==> config.mk <==
export PLATFORM = sky130hd
export DESIGN_NAME = color_centroid_accum
export DESIGN_NICKNAME = d
export VERILOG_FILES = /design/src/rtl/color_track_pkg.sv /design/src/rtl/serial_divider.sv /design/src/rtl/color_centroid_accum.sv
export SDC_FILE = /design/constraint.sdc
export NUM_CORES = 2
export LEC_CHECK = 0
export BUFFER_PORTS_ARGS = -buffer_cell sky130_fd_sc_hd__buf_2
export CORE_UTILIZATION = 40
export CTS_CLUSTER_DIAMETER = 80
export DETAILED_ROUTE_END_ITERATION = 6
export PLACE_DENSITY = 0.64
export SKIP_LAST_GASP = 1
export SLEW_MARGIN = 15
export SYNTH_ARGS = -nofsm -noshare
export SYNTH_HDL_FRONTEND = slang
export SYNTH_SLANG_ARGS = --single-unit
export TNS_END_PERCENT = 5
==> constraint.sdc <==
create_clock -name clock -period 67 [get_ports clock]
set_clock_uncertainty 0.05 [all_clocks]
set_input_delay 6.7 -clock clock [delete_from_list [all_inputs] [get_ports clock]]
set_output_delay 6.7 -clock clock [all_outputs]
set_load 0.01 [all_outputs]
==> src/rtl/color_track_pkg.sv <==
// Shared types and width helpers for the colour centroid tracker.
package color_track_pkg;

  typedef enum logic [1:0] {
    CH_RED   = 2'd0,
    CH_GREEN = 2'd1,
    CH_BLUE  = 2'd2
  } channel_e;

  typedef enum logic {
    IDLE,
    ACCUM
  } acc_state_e;

  typedef enum logic [1:0] {
    DIV_IDLE,
    DIV_RUN,
    DIV_DONE
  } div_state_e;

  localparam int NUM_CH   = 3;
  localparam int NUM_JOBS = 6;

  // Identifies which centroid coordinate a divider pass is producing.
  typedef struct packed {
    channel_e ch;
    logic     isY;
  } div_job_t;

  // Registered status flags presented alongside the centroid results.
  typedef struct packed {
    logic [NUM_CH-1:0] found;
    logic              valid;
    logic              busy;
    logic              overrun;
  } result_flags_t;

  function automatic int xWidth(input int frameW);
    return $clog2(frameW);
  endfunction

  function automatic int yWidth(input int frameH);
    return $clog2(frameH);
  endfunction

  function automatic int countWidth(input int frameW, input int frameH);
    return $clog2(frameW * frameH + 1);
  endfunction

  function automatic int sumWidth(input int frameW, input int frameH);
    int xw;
    int yw;
    xw = xWidth(frameW);
    yw = yWidth(frameH);
    return countWidth(frameW, frameH) + ((xw > yw) ? xw : yw);
  endfunction

  // Pass order is Rx, Ry, Gx, Gy, Bx, By: channel in the upper bits, axis in bit 0.
  function automatic div_job_t jobDecode(input logic [2:0] idx);
    div_job_t j;
    j.ch  = channel_e'(idx[2:1]);
    j.isY = idx[0];
    return j;
  endfunction

endpackage

==> src/rtl/serial_divider.sv <==
// Restoring serial divider: one load cycle, then WIDTH shift/subtract steps.
// done and quotient are valid during the final step cycle; a zero divisor yields 0.
module serial_divider #(
  parameter int WIDTH = 26
) (
  input  logic             clock,
  input  logic             reset,
  input  logic             start,
  input  logic [WIDTH-1:0] dividend,
  input  logic [WIDTH-1:0] divisor,
  output logic [WIDTH-1:0] quotient,
  output logic             done
);

  localparam int CNT_W = $clog2(WIDTH + 1);

  logic [WIDTH-1:0] r_rem;
  logic [WIDTH-1:0] r_quo;
  logic [WIDTH-1:0] r_den;
  logic [CNT_W-1:0] r_cnt;
  logic             r_run;

  logic [WIDTH:0]   w_shift;
  logic [WIDTH:0]   w_diff;
  logic             w_ge;
  logic [WIDTH-1:0] w_quoNext;

  assign w_shift   = {r_rem, r_quo[WIDTH-1]};
  assign w_diff    = w_shift - {1'b0, r_den};
  assign w_ge      = ~w_diff[WIDTH];
  assign w_quoNext = {r_quo[WIDTH-2:0], w_ge};
  assign done      = r_run && (r_cnt == CNT_W'(1));
  assign quotient  = (r_den == '0) ? '0 : w_quoNext;

  // Load operands on start, otherwise run one restoring step per cycle.
  always_ff @(posedge clock or posedge reset) begin
    if (reset) begin
      r_rem <= '0;
      r_quo <= '0;
      r_den <= '0;
      r_cnt <= '0;
      r_run <= 1'b0;
    end else if (start) begin
      r_rem <= '0;
      r_quo <= dividend;
      r_den <= divisor;
      r_cnt <= CNT_W'(WIDTH);
      r_run <= 1'b1;
    end else if (r_run) begin
      r_rem <= w_ge ? w_diff[WIDTH-1:0] : w_shift[WIDTH-1:0];
      r_quo <= w_quoNext;
      r_cnt <= r_cnt - CNT_W'(1);
      if (r_cnt == CNT_W'(1)) r_run <= 1'b0;
    end
  end

endmodule

==> src/rtl/color_centroid_accum.sv <==
// Per-frame colour mask accumulator with time-shared centroid divider.
module color_centroid_accum
  import color_track_pkg::*;
#(
  parameter  int FRAME_W = 320,
  parameter  int FRAME_H = 240,
  parameter  int ADDR_W  = 18,
  localparam int X_W     = xWidth(FRAME_W),
  localparam int Y_W     = yWidth(FRAME_H),
  localparam int COUNT_W = countWidth(FRAME_W, FRAME_H),
  localparam int SUM_W   = sumWidth(FRAME_W, FRAME_H)
) (
  input  logic                  clock,
  input  logic                  reset,
  input  logic [ADDR_W-1:0]     addr_in,
  input  logic [2:0]            d_in,
  input  logic                  we_in,
  input  logic [COUNT_W-1:0]    min_count,
  output logic [3*X_W-1:0]      cent_x,
  output logic [3*Y_W-1:0]      cent_y,
  output logic [3*COUNT_W-1:0]  pix_count,
  output logic [2:0]            found,
  output logic                  result_valid,
  output logic                  busy,
  output logic                  frame_err,
  output logic                  overrun
);

  localparam logic [ADDR_W-1:0] LAST_ADDR = ADDR_W'(FRAME_W * FRAME_H - 1);

  acc_state_e          r_accState;
  logic [ADDR_W-1:0]   r_expected;
  logic [X_W-1:0]      r_x;
  logic [Y_W-1:0]      r_y;
  logic [COUNT_W-1:0]  r_count [NUM_CH];
  logic [SUM_W-1:0]    r_sumX  [NUM_CH];
  logic [SUM_W-1:0]    r_sumY  [NUM_CH];
  logic                r_frameErr;

  div_state_e          r_divState;
  logic [2:0]          r_job;
  logic                r_kick;
  logic [COUNT_W-1:0]  r_snapCount [NUM_CH];
  logic [SUM_W-1:0]    r_snapSumX  [NUM_CH];
  logic [SUM_W-1:0]    r_snapSumY  [NUM_CH];
  logic [X_W-1:0]      r_qx [NUM_CH];
  logic [Y_W-1:0]      r_qy [NUM_CH];
  logic [3*X_W-1:0]    r_centX;
  logic [3*Y_W-1:0]    r_centY;
  logic [3*COUNT_W-1:0] r_pixCount;
  result_flags_t       r_flags;

  logic                w_addrZero;
  logic                w_accept;
  logic                w_seqErr;
  logic                w_frameEnd;
  logic [X_W-1:0]      w_px;
  logic [Y_W-1:0]      w_py;
  logic [COUNT_W-1:0]  w_cntNext [NUM_CH];
  logic [SUM_W-1:0]    w_sxNext  [NUM_CH];
  logic [SUM_W-1:0]    w_syNext  [NUM_CH];
  div_job_t            w_job;
  logic [SUM_W-1:0]    w_dividend;
  logic [SUM_W-1:0]    w_divisor;
  logic [SUM_W-1:0]    w_quo;
  logic                w_divDone;
  logic [X_W-1:0]      w_quoX;
  logic [Y_W-1:0]      w_quoY;

  assign w_addrZero = (addr_in == '0);
  assign w_accept   = we_in && (w_addrZero || (r_accState == ACCUM && addr_in == r_expected));
  assign w_seqErr   = we_in && (r_accState == ACCUM) && !w_addrZero && (addr_in != r_expected);
  assign w_frameEnd = w_accept && (addr_in == LAST_ADDR);
  assign w_px       = w_addrZero ? '0 : r_x;
  assign w_py       = w_addrZero ? '0 : r_y;

  // Next accumulator values for the current pixel; address 0 restarts from empty sums.
  always_comb begin
    for (int c = 0; c < NUM_CH; c++) begin
      w_cntNext[c] = (w_addrZero ? '0 : r_count[c]) + COUNT_W'(d_in[c]);
      w_sxNext[c]  = (w_addrZero ? '0 : r_sumX[c]) + (d_in[c] ? SUM_W'(w_px) : '0);
      w_syNext[c]  = (w_addrZero ? '0 : r_sumY[c]) + (d_in[c] ? SUM_W'(w_py) : '0);
    end
  end

  // Frame accumulator: tracks raster position and flags out-of-sequence addresses.
  always_ff @(posedge clock or posedge reset) begin
    if (reset) begin
      r_accState <= IDLE;
      r_expected <= '0;
      r_x        <= '0;
      r_y        <= '0;
      r_frameErr <= 1'b0;
      for (int c = 0; c < NUM_CH; c++) begin
        r_count[c] <= '0;
        r_sumX[c]  <= '0;
        r_sumY[c]  <= '0;
      end
    end else begin
      r_frameErr <= w_seqErr;
      if (w_seqErr) begin
        r_accState <= IDLE;
      end else if (w_accept) begin
        for (int c = 0; c < NUM_CH; c++) begin
          r_count[c] <= w_cntNext[c];
          r_sumX[c]  <= w_sxNext[c];
          r_sumY[c]  <= w_syNext[c];
        end
        if (w_frameEnd) begin
          r_accState <= IDLE;
        end else begin
          r_accState <= ACCUM;
          r_expected <= addr_in + ADDR_W'(1);
          if (w_px == X_W'(FRAME_W - 1)) begin
            r_x <= '0;
            r_y <= w_py + Y_W'(1);
          end else begin
            r_x <= w_px + X_W'(1);
            r_y <= w_py;
          end
        end
      end
    end
  end

  assign w_job      = jobDecode(r_job);
  assign w_dividend = w_job.isY ? r_snapSumY[w_job.ch] : r_snapSumX[w_job.ch];
  assign w_divisor  = SUM_W'(r_snapCount[w_job.ch]);
  assign w_quoX     = (|w_quo[SUM_W-1:X_W]) ? '1 : w_quo[X_W-1:0];
  assign w_quoY     = (|w_quo[SUM_W-1:Y_W]) ? '1 : w_quo[Y_W-1:0];

  serial_divider #(
    .WIDTH(SUM_W)
  ) u_divider (
    .clock   (clock),
    .reset   (reset),
    .start   (r_kick),
    .dividend(w_dividend),
    .divisor (w_divisor),
    .quotient(w_quo),
    .done    (w_divDone)
  );

  // Divider sequencer: snapshots a finished frame, runs six divisions, publishes results.
  always_ff @(posedge clock or posedge reset) begin
    if (reset) begin
      r_divState <= DIV_IDLE;
      r_job      <= '0;
      r_kick     <= 1'b0;
      r_centX    <= '0;
      r_centY    <= '0;
      r_pixCount <= '0;
      r_flags    <= '0;
      for (int c = 0; c < NUM_CH; c++) begin
        r_snapCount[c] <= '0;
        r_snapSumX[c]  <= '0;
        r_snapSumY[c]  <= '0;
        r_qx[c]        <= '0;
        r_qy[c]        <= '0;
      end
    end else begin
      r_kick          <= 1'b0;
      r_flags.valid   <= 1'b0;
      r_flags.overrun <= w_frameEnd && (r_divState != DIV_IDLE);
      case (r_divState)
        DIV_IDLE: begin
          if (w_frameEnd) begin
            for (int c = 0; c < NUM_CH; c++) begin
              r_snapCount[c] <= w_cntNext[c];
              r_snapSumX[c]  <= w_sxNext[c];
              r_snapSumY[c]  <= w_syNext[c];
            end
            r_job        <= '0;
            r_kick       <= 1'b1;
            r_flags.busy <= 1'b1;
            r_divState   <= DIV_RUN;
          end
        end
        DIV_RUN: begin
          if (w_divDone) begin
            if (w_job.isY) r_qy[w_job.ch] <= w_quoY;
            else           r_qx[w_job.ch] <= w_quoX;
            if (r_job == 3'(NUM_JOBS - 1)) begin
              r_divState <= DIV_DONE;
            end else begin
              r_job  <= r_job + 3'd1;
              r_kick <= 1'b1;
            end
          end
        end
        DIV_DONE: begin
          for (int c = 0; c < NUM_CH; c++) begin
            r_centX[c*X_W +: X_W]             <= r_qx[c];
            r_centY[c*Y_W +: Y_W]             <= r_qy[c];
            r_pixCount[c*COUNT_W +: COUNT_W]  <= r_snapCount[c];
            r_flags.found[c] <= (r_snapCount[c] != '0) && (r_snapCount[c] >= min_count);
          end
          r_flags.valid <= 1'b1;
          r_flags.busy  <= 1'b0;
          r_divState    <= DIV_IDLE;
        end
        default: r_divState <= DIV_IDLE;
      endcase
    end
  end

  assign cent_x       = r_centX;
  assign cent_y       = r_centY;
  assign pix_count    = r_pixCount;
  assign found        = r_flags.found;
  assign result_valid = r_flags.valid;
  assign busy         = r_flags.busy;
  assign overrun      = r_flags.overrun;
  assign frame_err    = r_frameErr;

endmodule

Yosys cells after proc, flatten, opt, wreduce, memory -nomap -nowiden

Cells that the tools add are included.

Register bits after elaboration: 691
Input port bits: 41
Output and inout bits: 109

$add $sub $neg: 15
$lt $le $gt $ge: 5
Eq/ne operators: 12
Muxes and demuxes: 66
Bitwise operators: 5
Reductions and logical operators: 35

Operators by type and width:

| cell                                            | number |
|---|---|
| 2-to-1 mux 26 bit                               | 17 |
| binary-select mux 26 bit (select 2 bit)         | 2 |
| 2-to-1 mux 17 bit                               | 5 |
| adder 26 x 8 -> 26 bit                          | 3 |
| adder 26 x 9 -> 26 bit                          | 3 |
| 2-to-1 mux 9 bit                                | 7 |
| 2-to-1 mux 8 bit                                | 7 |
| adder 17 x 1 -> 17 bit                          | 3 |
| >= comparator 17 bit                            | 3 |
| nonzero test 17 bit                             | 3 |
| binary-select mux 17 bit (select 2 bit)         | 1 |
| bitwise mux 27 bit                              | 1 |
| subtractor 27 x 17 -> 27 bit                    | 1 |
| logical NOT 26 bit                              | 1 |
| bitwise mux 24 bit                              | 1 |
| adder 18 x 1 -> 18 bit, second input constant   | 1 |
| demux 9 bit (select 2 bit)                      | 1 |
| == test 18 x 17 -> 1 bit, second input constant | 1 |
| == test 18 bit                                  | 1 |
| logical NOT 18 bit                              | 1 |
| inequality test 18 bit                          | 1 |
| OR reduction 18 bit                             | 1 |
| OR reduction 17 bit                             | 1 |
| demux 8 bit (select 2 bit)                      | 1 |
| 30 further kinds                                | 71 |

Depth between registers and ports, before layout

Word-level depth: 8
Mapped depth: 21

Cells and area by module

From an unflattened synthesis, not the netlist that was laid out.

Cells, all modules: 4418
Area, all modules: 38826.0 um2

By module, submodules not included:

| module               | instances | cells an instance | area each (um2) | sequential area each (um2) |
|---|---|---|---|---|
| color_centroid_accum | 1         | 3819              | 33440.8         | 15414.8 |
| serial_divider       | 1         | 599               | 5385.2          | 2102.0 |

Worst setup path before layout

No wires, ideal clock.

Path type: input port to flip-flop
From: input port addr_in[0]
To: register r_snapSumY[42] (netlist bit)
Library setup time: 0.083 ns
Arrival: 10.596 ns
Required time: 66.867 ns
Slack: 56.271 ns
Stages on the path: 20
Buffers on the path: 4
Path through: inv_1 -> ha_1 -> or4b_1 -> buf_2 -> nor2_2 -> nand2_1 -> clkbuf_1 -> clkbuf_1 -> clkbuf_1 -> and2_1 -> ha_1 -> inv_1 -> fa_1 -> nor2b_1 -> o21a_1 -> o21ai_0 -> a2111oi_0 -> nand2_1 -> xor2_1 -> o21ai_0

Cells in the longest elaborated chain, start to end: 6

RTL lines:

| what                                                           | line                        | RTL |
|---|---|---|
| from (decl)                                                    | color_centroid_accum.sv:15  | `input logic [ADDR_W-1:0] addr_in,` |
| branches (longest 6 deep; another with adder 26 x 8 -> 26 bit) | --                          |  |
| to (signal, indexed assignment)                                | color_centroid_accum.sv:171 | `r_snapSumY[c] <= w_syNext[c];` |
| to (decl)                                                      | color_centroid_accum.sv:45  | `logic [SUM_W-1:0] r_snapSumY [NUM_CH];` |

Parallel ways; which one is timed is not known.
A chain may end at the register's enable or synchronous reset.

Worst setup path in the final report

From: input port addr_in[0]
To: register r_count[30] (netlist bit)

Cells in the longest elaborated chain, start to end: 6

RTL lines:

| what                                                           | line                        | RTL |
|---|---|---|
| branches (longest 6 deep; another with adder 17 x 1 -> 17 bit) | --                          |  |
| to (signal, indexed assignment)                                | color_centroid_accum.sv:105 | `r_count[c] <= w_cntNext[c];` |
| to (decl)                                                      | color_centroid_accum.sv:35  | `logic [COUNT_W-1:0] r_count [NUM_CH];` |

Parallel ways; which one is timed is not known.

==> metrics <==
status complete, no violations; Least-Margin Pin Slew 1.15 ns; number of synthesized flops with an enable pin 0; port buffer count between 100 and 150; largest net degree at the start of global routing 223; Hold Vio Cnt, Final 0; synth-to-layout area growth 11.6%; clock slew at reported path FFs about 0.060 ns; H-tree levels 3; pwr/cell area 20.8 nW/um^2; Worst Path Max Fanout 60; DR pass1 iterations 6; number of fill cells between 9000 and 10000; vias in the first global route just under 30000; Core Util, Final 45.1%; top cell family by delay on the critical path simple AND/OR/NAND/NOR gates; Final setup violation count 0; Multi-input gate area between 15000 and 20000 um^2; syn_area_per_cell ~8.7 um^2; VDD IR-drop max between 20 and 25 uV; Final Cell Area roughly 42000 um^2; Main synth FF type dfrtp_1; Starting Density 40.4%; clock sinks slightly below 700; Synth Net Count around 4500; Clock Latency Late Sink between 0.6 and 0.7 ns; antenna-violating nets left 0; max cap viols 0; gr usage total between 20% and 30%; n_diodes 0; post-CTS setup buffers 0; DR vias ~31000; GP Congestion ~0.87; DRC violations left 0; CTS tree built; Hold WS 0.406 ns; Worst path slowest cell buf_4; Seq. cell area 17300 um^2; critical-path cell list buf_2 -> inv_1 -> ha_1 -> or4b_1 -> buf_4 -> nor2_2 -> nand2_4 -> buf_4 -> buf_4 -> and2_1 -> ha_1 -> nand3_1 -> nor3_1 -> nand2_1 -> or4b_1 -> nor2_1 -> o21ai_1 -> mux2_2; mapped cell area about 38000 um^2; clk buf depth 3; reg2reg start r_expected[13]; placed cell area around 40000 um^2; cells after synthesis about 4300; share of layout cells above drive strength 1 roughly 8.4%; CP arrival approximately 12 ns; critical path's most frequent cell buf_4; Nets about 4500; RSZ-0062 raised after global routing false; hold path depth 2; Tcrit/Tclk final 16.8%; Hold Path End r_sumY[0]; Data required, critical path between 60 and 70 ns; hold-fix buffers at CTS 0; Min Clock Period, post-route between 10 and 15 ns; maximum clock frequency 89.1 MHz; sequential area share after synthesis a little under half; critical path's largest stage delay between 0.6 and 0.7 ns; worst-case reg-to-reg path depth 9; Relative slew margins between 20% and 30%; Congestion Overflow GR 0; Final Max Tran Viols 0; flop-to-flop setup slack 62.94 ns; Reg-to-Reg End r_job[2]; cts repair resizes 0; Yosys warning count 0; die height around 300 um; post-synth cell types 75; DRT iter0 DRCs 2458; Yosys reg bits 691; CTS Buf Count 76; Core ar. slightly above 90000 um^2; kind of critical path input pin to register; FP Rows 112; Die Width about 310 um; antenna violations before repair 1; Routed WL between 100000 and 150000 um; first-pass GRT wire length about 170000 um; Buf/Inv on CP 5; WL/cell approximately 18 um; total die area 95600 um^2; worst min path class register to register; Critical Path Start Type input pin; Setup crit end kind register; post-DR vias/cell about 5.5; Final HPWL DP approximately 68000 um; Root Driver clkbuf_16; I/O pin count 150; Leak approximately 20 nW; post-route setup TNS 0 ns; share of flip-flops with an asynchronous set or reset 100%; HP Start r_sumY[0]
## state kept, by name, indices dropped and copies added (netlist names), 27 cells and up
register     count
pix_count       51
r_sumX          78
cent_x          27
r_snapCount     51
r_snapSumX      78
r_count         51
r_qx            27
r_snapSumY      78
r_sumY          78
## layout by cell type (no fill, tap or decap), types with 7 or more instances in the layout
cell	instances
a211oi_1	15
a21o_1	45
a21oi_1	179
a311oi_1	19
a31oi_1	44
and2_1	77
and3_1	86
and4_1	12
buf_2	149
buf_4	37
bufinv_16	9
clkbuf_1	13
clkbuf_16	77
clkbuf_8	15
clkinv_2	13
dfrtp_1	686
fa_1	7
ha_1	133
inv_1	105
mux2i_1	102
nand2_1	989
nand2b_1	22
nand3_1	98
nand4_1	39
nor2_1	199
nor2b_1	19
nor3_1	38
nor3b_1	7
nor4_1	30
o211ai_1	58
o21a_1	13
o21ai_0	441
o21ai_1	90
o21bai_1	7
o31ai_1	125
o41ai_1	7
or3_1	27
or4_1	11
xnor2_1	93
xor2_1	136
## worst max-delay path by stage
stage | startpoint | to | slack (ns) | depth (start not counted)
final | addr_in[0] | r_count[30] | 55.77 | 18
after global routing | addr_in[0] | r_count[30] | 55.48 | 18
after CTS | addr_in[0] | r_snapSumX[47] | 55.69 | 18
after detailed placement | addr_in[0] | r_snapSumX[47] | 55.11 | 18
after global placement | addr_in[0] | r_snapSumX[47] | 55.21 | 18
after floorplan | reset | busy | 40.88 | 1
## worst register-to-register path, stage by stage, from the launching register on
cell      delay, ns
dfrtp_1        0.39
xor2_1         0.14
nor4_1         0.43
nand3_1        0.25
o31ai_4        0.23
buf_4          0.49
nand3_4        0.71
buf_12         0.51
o311ai_0       0.60
o41ai_1        0.14
## final cells by class
| class | count | area share, % |
|---|---|---|
| repair buffers | 189 | 2.57 |
| clock buffers | 105 | 5.18 |
| well taps | 1254 | 3.73 |
| inverters | 108 | 0.981 |
| clock inverters | 33 | 1.05 |
| multi-input cells | 3273 | 45.4 |
| flip-flops and latches | 691 | 41.1 |
## layer usage
metal	global-route usage [%]	up-vias	wire (um)
met5	0	-	0
met4	7.20	0	2970
met3	2.73	181	5040
met2	33.7	796	46700
met1	31.1	14900	48600
li1	-	15100	-
## report_power, final
part           switching [W]  internal (W)  leakage, nW
Sequential     0.00000000154      0.000417         9.49
Clock               0.000181      0.000263         1.28
Combinational      0.0000129    0.00000314         8.66
Total               0.000194      0.000684         19.4
## synthesized netlist by cell type, drive strengths merged (6+ instances only)
cell / n / area, um^2
nand2: 993 / 3730
dfrtp: 691 / 17300
o21ai: 533 / 2680
nor2: 204 / 771
clkbuf: 180 / 676
a21oi: 179 / 896
xor2: 136 / 1190
ha: 133 / 1660
o31ai: 126 / 951
inv: 107 / 402
mux2i: 102 / 1020
nand3: 100 / 510
xnor2: 93 / 815
and3: 86 / 538
and2: 78 / 488
buf: 74 / 330
o211ai: 60 / 460
a21o: 45 / 338
a31oi: 45 / 297
nor3: 44 / 235
nand4: 39 / 244
nor4: 30 / 188
or3: 28 / 180
nand2b: 22 / 138
a311oi: 19 / 166
nor2b: 19 / 119
a211oi: 15 / 113
o21a: 14 / 106
or4: 13 / 105
and4: 12 / 105
a2111oi: 11 / 129
fa: 7 / 140
nor3b: 7 / 52.6
o21bai: 7 / 52.6
o31a: 7 / 61.3
o41ai: 7 / 61.3
or2: 6 / 37.5
## through the flow
stage	setup slack (ns)	power, W	instances
after detailed placement	55.11	0.000442	5515
after floorplan	40.88	0.000435	4326
final	55.77	0.000877	5653
after global placement	55.21	0.000442	5515
after global routing	55.48	0.000903	5653
after CTS	55.69	0.000886	5653
## logic make-up after synthesis
logic type / Yosys count / synth area share (%)
adder cells (fa/ha/maj): 140 / 4.78
flip-flops: 691 / 45.8
buffers and inverters: 362 / 3.74
XOR/XNOR: 229 / 5.31
multiplexers: 104 / 2.77
AND/OR/NAND/NOR: 1690 / 19.9
AO/OA/AOI/OAI: 1110 / 17.7
No activity file was read; power rests on OpenSTA's default activity.
